<file path="src/rtl/fpu_addsub_pipe.sv">
// Three-stage pipelined floating-point add/subtract with valid/ready flow control and RNE rounding.
// Define FPU_ADDSUB_FTZ_EN to flush subnormal operands and results to signed zero.
module fpu_addsub_pipe #(
  parameter int EXPW  = 5,
  parameter int FRACW = 10
) (
  input  logic                clock,
  input  logic                reset,
  input  logic                in_valid,
  output logic                in_ready,
  input  logic                in_sub,
  input  logic [EXPW+FRACW:0] in_a,
  input  logic [EXPW+FRACW:0] in_b,
  output logic                out_valid,
  input  logic                out_ready,
  output logic [EXPW+FRACW:0] out_result,
  output logic [3:0]          out_cc,
  output logic [3:0]          out_flags
);

  localparam int W  = 1 + EXPW + FRACW;
  localparam int EW = FRACW + 4;   // hidden + fraction + guard/round/sticky
  localparam int SW = EW + 1;      // plus carry-out
  localparam int XW = EXPW + 2;    // exponent with headroom for carry and round-up

  localparam logic [EXPW-1:0] EMAX  = '1;
  localparam logic [XW-1:0]   ONE_X = XW'(1);
  localparam logic [W-1:0]    QNAN  = {1'b0, EMAX, 1'b1, {(FRACW-1){1'b0}}};

  typedef struct packed {
    logic          special;
    logic [W-1:0]  spec_res;
    logic          spec_nv;
    logic          sign;
    logic          eff_sub;
    logic [XW-1:0] exp;
    logic [EW-1:0] sig_l;
    logic [EW-1:0] sig_s;
  } s1_t;

  typedef struct packed {
    logic          special;
    logic [W-1:0]  spec_res;
    logic          spec_nv;
    logic          sign;
    logic [XW-1:0] exp;
    logic [SW-1:0] sum;
  } s2_t;

  // Handshake: each stage may load when empty or when its successor moves on.
  logic v1_q, v2_q, v3_q;
  logic en1, en2, en3;

  assign en3       = !v3_q || out_ready;
  assign en2       = !v2_q || en3;
  assign en1       = !v1_q || en2;
  assign in_ready  = en1;
  assign out_valid = v3_q;

  // Stage 1: classify, sort by magnitude, align the smaller significand.
  s1_t              s1_d, s1_q;
  logic             a_s, b_s, l_s, s_s;
  logic [EXPW-1:0]  a_e, b_e, l_e, s_e, l_ee, s_ee, diff;
  logic [FRACW-1:0] a_f, b_f, l_f, s_f;
  logic             a_nan, b_nan, a_inf, b_inf, swap;
  logic [EW-1:0]    l_sig, s_ext, s_mask;

  // NOTE: every variable driven here gets a value on every path, otherwise a latch is inferred.
  always_comb begin
    a_s = in_a[W-1];
    a_e = in_a[W-2:FRACW];
    a_f = in_a[FRACW-1:0];
    b_s = in_b[W-1] ^ in_sub;
    b_e = in_b[W-2:FRACW];
    b_f = in_b[FRACW-1:0];
`ifdef FPU_ADDSUB_FTZ_EN
    if (a_e == '0) a_f = '0;
    if (b_e == '0) b_f = '0;
`endif
    a_nan = (a_e == EMAX) && (a_f != '0);
    b_nan = (b_e == EMAX) && (b_f != '0);
    a_inf = (a_e == EMAX) && (a_f == '0);
    b_inf = (b_e == EMAX) && (b_f == '0);

    swap = {b_e, b_f} > {a_e, a_f};
    l_s  = swap ? b_s : a_s;
    l_e  = swap ? b_e : a_e;
    l_f  = swap ? b_f : a_f;
    s_s  = swap ? a_s : b_s;
    s_e  = swap ? a_e : b_e;
    s_f  = swap ? a_f : b_f;

    l_ee  = (l_e == '0) ? EXPW'(1) : l_e;
    s_ee  = (s_e == '0) ? EXPW'(1) : s_e;
    diff  = l_ee - s_ee;
    l_sig = {l_e != '0, l_f, 3'b000};
    s_ext = {s_e != '0, s_f, 3'b000};
    // Shifts past the path width leave nothing but the sticky OR of the whole significand.
    s_mask = ~({EW{1'b1}} << diff);

    s1_d         = '0;
    s1_d.sign    = l_s;
    s1_d.eff_sub = l_s ^ s_s;
    s1_d.exp     = XW'(l_ee);
    s1_d.sig_l   = l_sig;
    s1_d.sig_s   = (s_ext >> diff) | {{(EW-1){1'b0}}, |(s_ext & s_mask)};

    if (a_nan || b_nan) begin
      s1_d.special  = 1'b1;
      s1_d.spec_res = QNAN;
    end else if (a_inf && b_inf && (a_s != b_s)) begin
      s1_d.special  = 1'b1;
      s1_d.spec_res = QNAN;
      s1_d.spec_nv  = 1'b1;
    end else if (a_inf) begin
      s1_d.special  = 1'b1;
      s1_d.spec_res = {a_s, EMAX, {FRACW{1'b0}}};
    end else if (b_inf) begin
      s1_d.special  = 1'b1;
      s1_d.spec_res = {b_s, EMAX, {FRACW{1'b0}}};
    end
  end

  // Stage 2: magnitude add or subtract; sorting guarantees a non-negative difference.
  s2_t s2_d, s2_q;

  always_comb begin
    s2_d          = '0;
    s2_d.special  = s1_q.special;
    s2_d.spec_res = s1_q.spec_res;
    s2_d.spec_nv  = s1_q.spec_nv;
    s2_d.exp      = s1_q.exp;
    s2_d.sum      = s1_q.eff_sub ? ({1'b0, s1_q.sig_l} - {1'b0, s1_q.sig_s})
                                 : ({1'b0, s1_q.sig_l} + {1'b0, s1_q.sig_s});
    s2_d.sign     = (s1_q.eff_sub && (s2_d.sum == '0)) ? 1'b0 : s1_q.sign;
  end

  // Stage 3: normalize, round to nearest even, detect overflow/underflow.
  logic [XW-1:0]    lzc, lim, nsh, exp_n, exp_r;
  logic [EW-1:0]    norm;
  logic [FRACW+1:0] mant_r;
  logic [FRACW-1:0] frac_r;
  logic             g, r, st, nx, of, uf, tiny;
  logic [W-1:0]     res_d, res_q;
  logic [3:0]       flags_d, flags_q, cc_d, cc_q;

  always_comb begin
    lzc = XW'(EW);
    for (int i = 0; i < EW; i++) begin
      if (s2_q.sum[i]) lzc = XW'(EW - 1 - i);
    end

    lim = '0;
    nsh = '0;
    if (s2_q.sum[SW-1]) begin
      norm  = {s2_q.sum[SW-1:2], |s2_q.sum[1:0]};
      exp_n = s2_q.exp + ONE_X;
    end else begin
      // Never normalize below the minimum exponent; what remains is a subnormal.
      lim   = s2_q.exp - ONE_X;
      nsh   = (lzc < lim) ? lzc : lim;
      norm  = s2_q.sum[EW-1:0] << nsh;
      exp_n = s2_q.exp - nsh;
    end

    g      = norm[2];
    r      = norm[1];
    st     = norm[0];
    mant_r = {1'b0, norm[EW-1:3]} + {{(FRACW+1){1'b0}}, g & (r | st | norm[3])};
    if (mant_r[FRACW+1]) begin
      exp_r  = exp_n + ONE_X;
      frac_r = mant_r[FRACW:1];
    end else begin
      exp_r  = mant_r[FRACW] ? exp_n : '0;
      frac_r = mant_r[FRACW-1:0];
    end

    nx    = g | r | st;
    of    = exp_r >= {2'b00, EMAX};
    tiny  = (exp_r == '0);
    uf    = tiny & nx;
    res_d = {s2_q.sign, exp_r[EXPW-1:0], frac_r};
    if (of) begin
      res_d = {s2_q.sign, EMAX, {FRACW{1'b0}}};
      nx    = 1'b1;
      uf    = 1'b0;
    end
`ifdef FPU_ADDSUB_FTZ_EN
    else if (tiny && (frac_r != '0)) begin
      res_d = {s2_q.sign, {(W-1){1'b0}}};
      nx    = 1'b1;
      uf    = 1'b1;
    end
`endif
    flags_d = {1'b0, of, uf, nx};

    if (s2_q.special) begin
      res_d   = s2_q.spec_res;
      flags_d = {s2_q.spec_nv, 3'b000};
    end
    cc_d = {res_d[W-2:0] == '0, 1'b0, res_d[W-1], 1'b0};
  end

  // NOTE: sequential state uses non-blocking assignment so all stages sample pre-edge values.
  always_ff @(posedge clock) begin
    if (reset) begin
      v1_q    <= 1'b0;
      v2_q    <= 1'b0;
      v3_q    <= 1'b0;
      res_q   <= '0;
      flags_q <= '0;
      cc_q    <= '0;
    end else begin
      if (en1) v1_q <= in_valid;
      if (en2) v2_q <= v1_q;
      if (en3) v3_q <= v2_q;
      if (en3 && v2_q) begin
        res_q   <= res_d;
        flags_q <= flags_d;
        cc_q    <= cc_d;
      end
    end
  end

  // NOTE: datapath registers carry no reset; the valid bits alone decide whether they mean anything.
  always_ff @(posedge clock) begin
    if (en1 && in_valid) s1_q <= s1_d;
    if (en2 && v1_q)     s2_q <= s2_d;
  end

  assign out_result = res_q;
  assign out_flags  = flags_q;
  assign out_cc     = cc_q;

endmodule

</file>
<file path="config.mk">
export PLATFORM = sky130hd
export DESIGN_NAME = fpu_addsub_pipe
export DESIGN_NICKNAME = d
export VERILOG_FILES = /design/src/rtl/fpu_addsub_pipe.sv
export SDC_FILE = /design/constraint.sdc
export NUM_CORES = 1
export LEC_CHECK = 0
export CORE_AREA = 2 2 149 151
export DETAILED_ROUTE_END_ITERATION = 6
export DIE_AREA = 0 0 151 153
export DONT_BUFFER_PORTS = 1
export PLACE_DENSITY = 0.6
export SLEW_MARGIN = 30
export SYNTH_ARGS = -nofsm -noshare
export SYNTH_HDL_FRONTEND = slang
export SYNTH_SLANG_ARGS = --single-unit
</file>
<file path="constraint.sdc">
create_clock -name clock -period 8.91 [get_ports clock]
set_clock_uncertainty 0.1 [all_clocks]
set_input_delay 1.782 -clock clock [delete_from_list [all_inputs] [get_ports clock]]
set_output_delay 1.782 -clock clock [all_outputs]
set_load 0.01 [all_outputs]
</file>
==> run summary <==
Placer Congestion -> 0.905
Post-CTS sizing -> 0
Final slew viol count -> 0
Clock power frac -> 20.3%
Final setup viols -> 0
Maximum vdd drop -> 0.0000803 V
Crit-path max FO -> 13
Leakage -> 0.00333 µW
EDFF count, synth -> 61
Fin nets -> 992
Hold-fix buffers, CTS -> 0
WL/cell -> 17.8 µm
DRT antenna net count -> 0
Clock transition at path regs -> 0.07 ns
Worst skew pair latency -> 0.35 ns
Antenna violations before repair -> 0
Row cnt -> 54
Synth Flop Type -> edfxtp_1
Min-Delay Path Class -> reg2reg
Sequential-to-total area share from yosys stat -> 28.7%
Max-Cap Viols -> 0
Switching part of the total -> 42.5%
Syn-to-layout area delta -> 7.00%
Slew Limit Headroom -> 36.5%
Sequential Power Share -> 30.1%
Crit Path Category -> in2reg
DIE HEIGHT -> 153 µm
Fraction of power consumed by combinational cells -> 49.5%
Synth unique cells -> 101
Initial DRC count -> 495
Total global routing overflow -> 0
Die Wd -> 151 µm
Post-synthesis async set-or-reset flop share -> 0%
CP required -> 8.89 ns
Largest net degree at the start of global routing -> 37
CP endpoint kind -> flop
Antenna Cells -> 0
Register area -> 0.00231 mm²
Synth Instances -> 914
Fin crit share -> 85.9%
Number of port buffers -> 0
GRT Total Usage -> 18.5%
Total iterations of the first detailed-routing run -> 5
Minimum clock period -> 7.66 ns
Status -> completed
Synthesized cell area -> 0.00806 mm²
Fmax -> 0.131 GHz
Die area -> 0.0231 mm²
Area of the multi-input gates -> 0.00535 mm²
Max Root-Sink Buffers -> 2
Post-synthesis register bit count -> 85
Root Driver -> clkbuf_16
Synthesized area per cell -> 8.82 µm²
Io pins -> 63
Worst path arrival time -> 7.64 ns
WL final -> 21.0 mm
Final hold violation count -> 0
Vias per cell -> 5.95
TritonCTS Buffers -> 9
First-pass GRT wire length -> 34.8 mm
Internal -> 1060 µW
Clk sinks -> 85
RSZ-0062 raised after global routing -> no
DRC Markers -> 0
Final hold slack -> 0.325 ns
DP Wirelength -> 16.4 mm
Psw -> 782 µW
# fillers -> 2,175
H-tree levels -> 3
Worst setup SP type -> input port
Vias in the first global route -> 6,738
Cell Pwr Density -> 213 mW/mm²
Slew @ Worst Pin -> 0.949 ns
Vias post-DR -> 7,040
TNS Setup -> 0 ns
Yosys warnings -> 0
Core area -> 0.0215 mm²
Layout cells sized above 1 -> 11.1%
Post-CTS Setup Inserts -> 0
Starting Density -> 37.5%
CTS tree -> done
Yosys cell counts (15+ instances only):
master / number / area share, %
a211oi_1: 16 / 1.5
a21oi_1: 53 / 3.3
clkbuf_1: 22 / 1.0
dfxtp_1: 24 / 6.0
edfxtp_1: 61 / 23
ha_1: 54 / 8.4
inv_1: 64 / 3.0
mux2_2: 15 / 2.1
mux2i_1: 28 / 3.5
nand2_1: 75 / 3.5
nand3_1: 23 / 1.4
nor2_1: 60 / 2.8
nor3_1: 35 / 2.2
o21a_1: 15 / 1.4
o21ai_0: 35 / 2.2
xnor2_1: 24 / 2.6
metal layers:
layer | GRT usage, % | wire length, µm | vias to the layer above
li1 | - | - | 3493
met1 | 25.8 | 10000 | 3315
met2 | 29.2 | 9460 | 208
met3 | 3.61 | 1180 | 24
met4 | 5.21 | 358 | 0
met5 | 0 | 0 | -
registers in the layout (all words and copies together), names as in the netlist:
signal and cells:
v2_q 1, out_flags 4, s2_q 25, v1_q 1, out_result 15, out_cc 2, out_valid 1, s1_q 36
cells in the final DEF, fill, tap and decap left out, drive strengths merged, types with 7 or more instances in the layout:
cell type / Yosys / layout
inv: 66 / 70
o211ai: 8 / 8
a21oi: 54 / 54
nand4: 11 / 11
a31oi: 11 / 11
o22ai: 11 / 11
o32ai: 8 / 8
o221a: 9 / 9
nand3: 24 / 24
nand2: 76 / 76
xnor2: 24 / 24
a21boi: 7 / 7
clkbuf: 23 / 9
o31ai: 7 / 7
a21o: 14 / 14
and3: 14 / 14
a2111oi: 9 / 9
dfxtp: 24 / 24
a22o: 9 / 9
buf: 14 / 9
ha: 54 / 54
mux2i: 28 / 28
nor2b: 7 / 7
o21ai: 39 / 39
a211oi: 19 / 19
edfxtp: 61 / 61
nor3: 36 / 36
xor2: 9 / 9
or3: 11 / 11
nand2b: 12 / 12
o21a: 15 / 15
nor4: 13 / 13
mux2: 16 / 16
o21bai: 11 / 11
nor2: 61 / 61
or4: 7 / 7
power groups by stage:
stage,clock network (µW),registers (µW),logic [µW]
4_1_cts,384,553,903
3_3_place_gp,0,560,893
2_1_floorplan,0,534,735
3_5_place_dp,0,562,899
5_1_grt,398,561,1010
6_report,374,554,911
area by class of cell:
class                           count  share of cell area [%]
Clock buffer                        9                    2.61
Clock inverter                      7                   0.856
Inverter                           67                    2.91
Multi-Input combinational cell    726                    62.0
Sequential cell                    85                    26.8
Tap cell                          280                    4.06
Timing Repair Buffer                9                   0.783
worst max-delay path: stages:
cell and delay [ns]:
inv_1 0.04, ha_1 0.30, nor2b_1 0.13, o21a_1 0.16
o21a_1 0.16, o21a_1 0.16, o21a_1 0.16, o21a_1 0.19
o21a_1 0.25, o211ai_1 0.39, nand2_1 0.27, mux2_2 0.36
or4_1 0.54, nand2b_1 0.10, inv_1 0.05, ha_1 0.18
inv_1 0.08, fa_1 0.24, a21o_1 0.13, a21oi_1 0.10
xor2_1 0.44, nand2_1 0.40, or3_1 0.44, o211ai_1 0.16
o22ai_1 0.12, nor3_1 0.20, a22oi_1 0.12
stage by stage:
step	power, µW	worst slack (ns)	instance area (µm²)	util, %	instances
after floorplan	1270	1.54	8070	-	915
after global placement	1450	1.07	8320	38.7	1167
after detailed placement	1460	0.942	8330	38.8	1167
after CTS	1840	1.31	8630	40.2	1183
after global routing	1970	0.786	8630	40.2	1183
final	1840	1.25	8630	40.2	1183
kinds of logic (layout without fill, tap and decap cells):
kind of cell	after synthesis	after routing	share of synthesized area, %
AOI/OAI and AO/OA	291	291	27.3
other	1	2	0.0465
muxes	50	50	7.43
DFF	85	85	28.7
and+or+nand+nor	293	293	18.5
buffers and inverters	104	92	5.37
adders and majority gates	57	57	9.12
xor gates and xnor gates	33	33	3.58
worst paths after layout:
check | startpoint | depth (start not counted) | slack [ns] | to
max | in_a[1] | 27 | 1.25 | s1_q[0]
min | s1_q[53] | 0 | 0.32 | s2_q[39]
max reg2reg | s2_q[15] | 23 | 1.67 | out_result[1]
min reg2reg | s1_q[53] | 0 | 0.32 | s2_q[39]
Power figures use the tool's default switching activity.
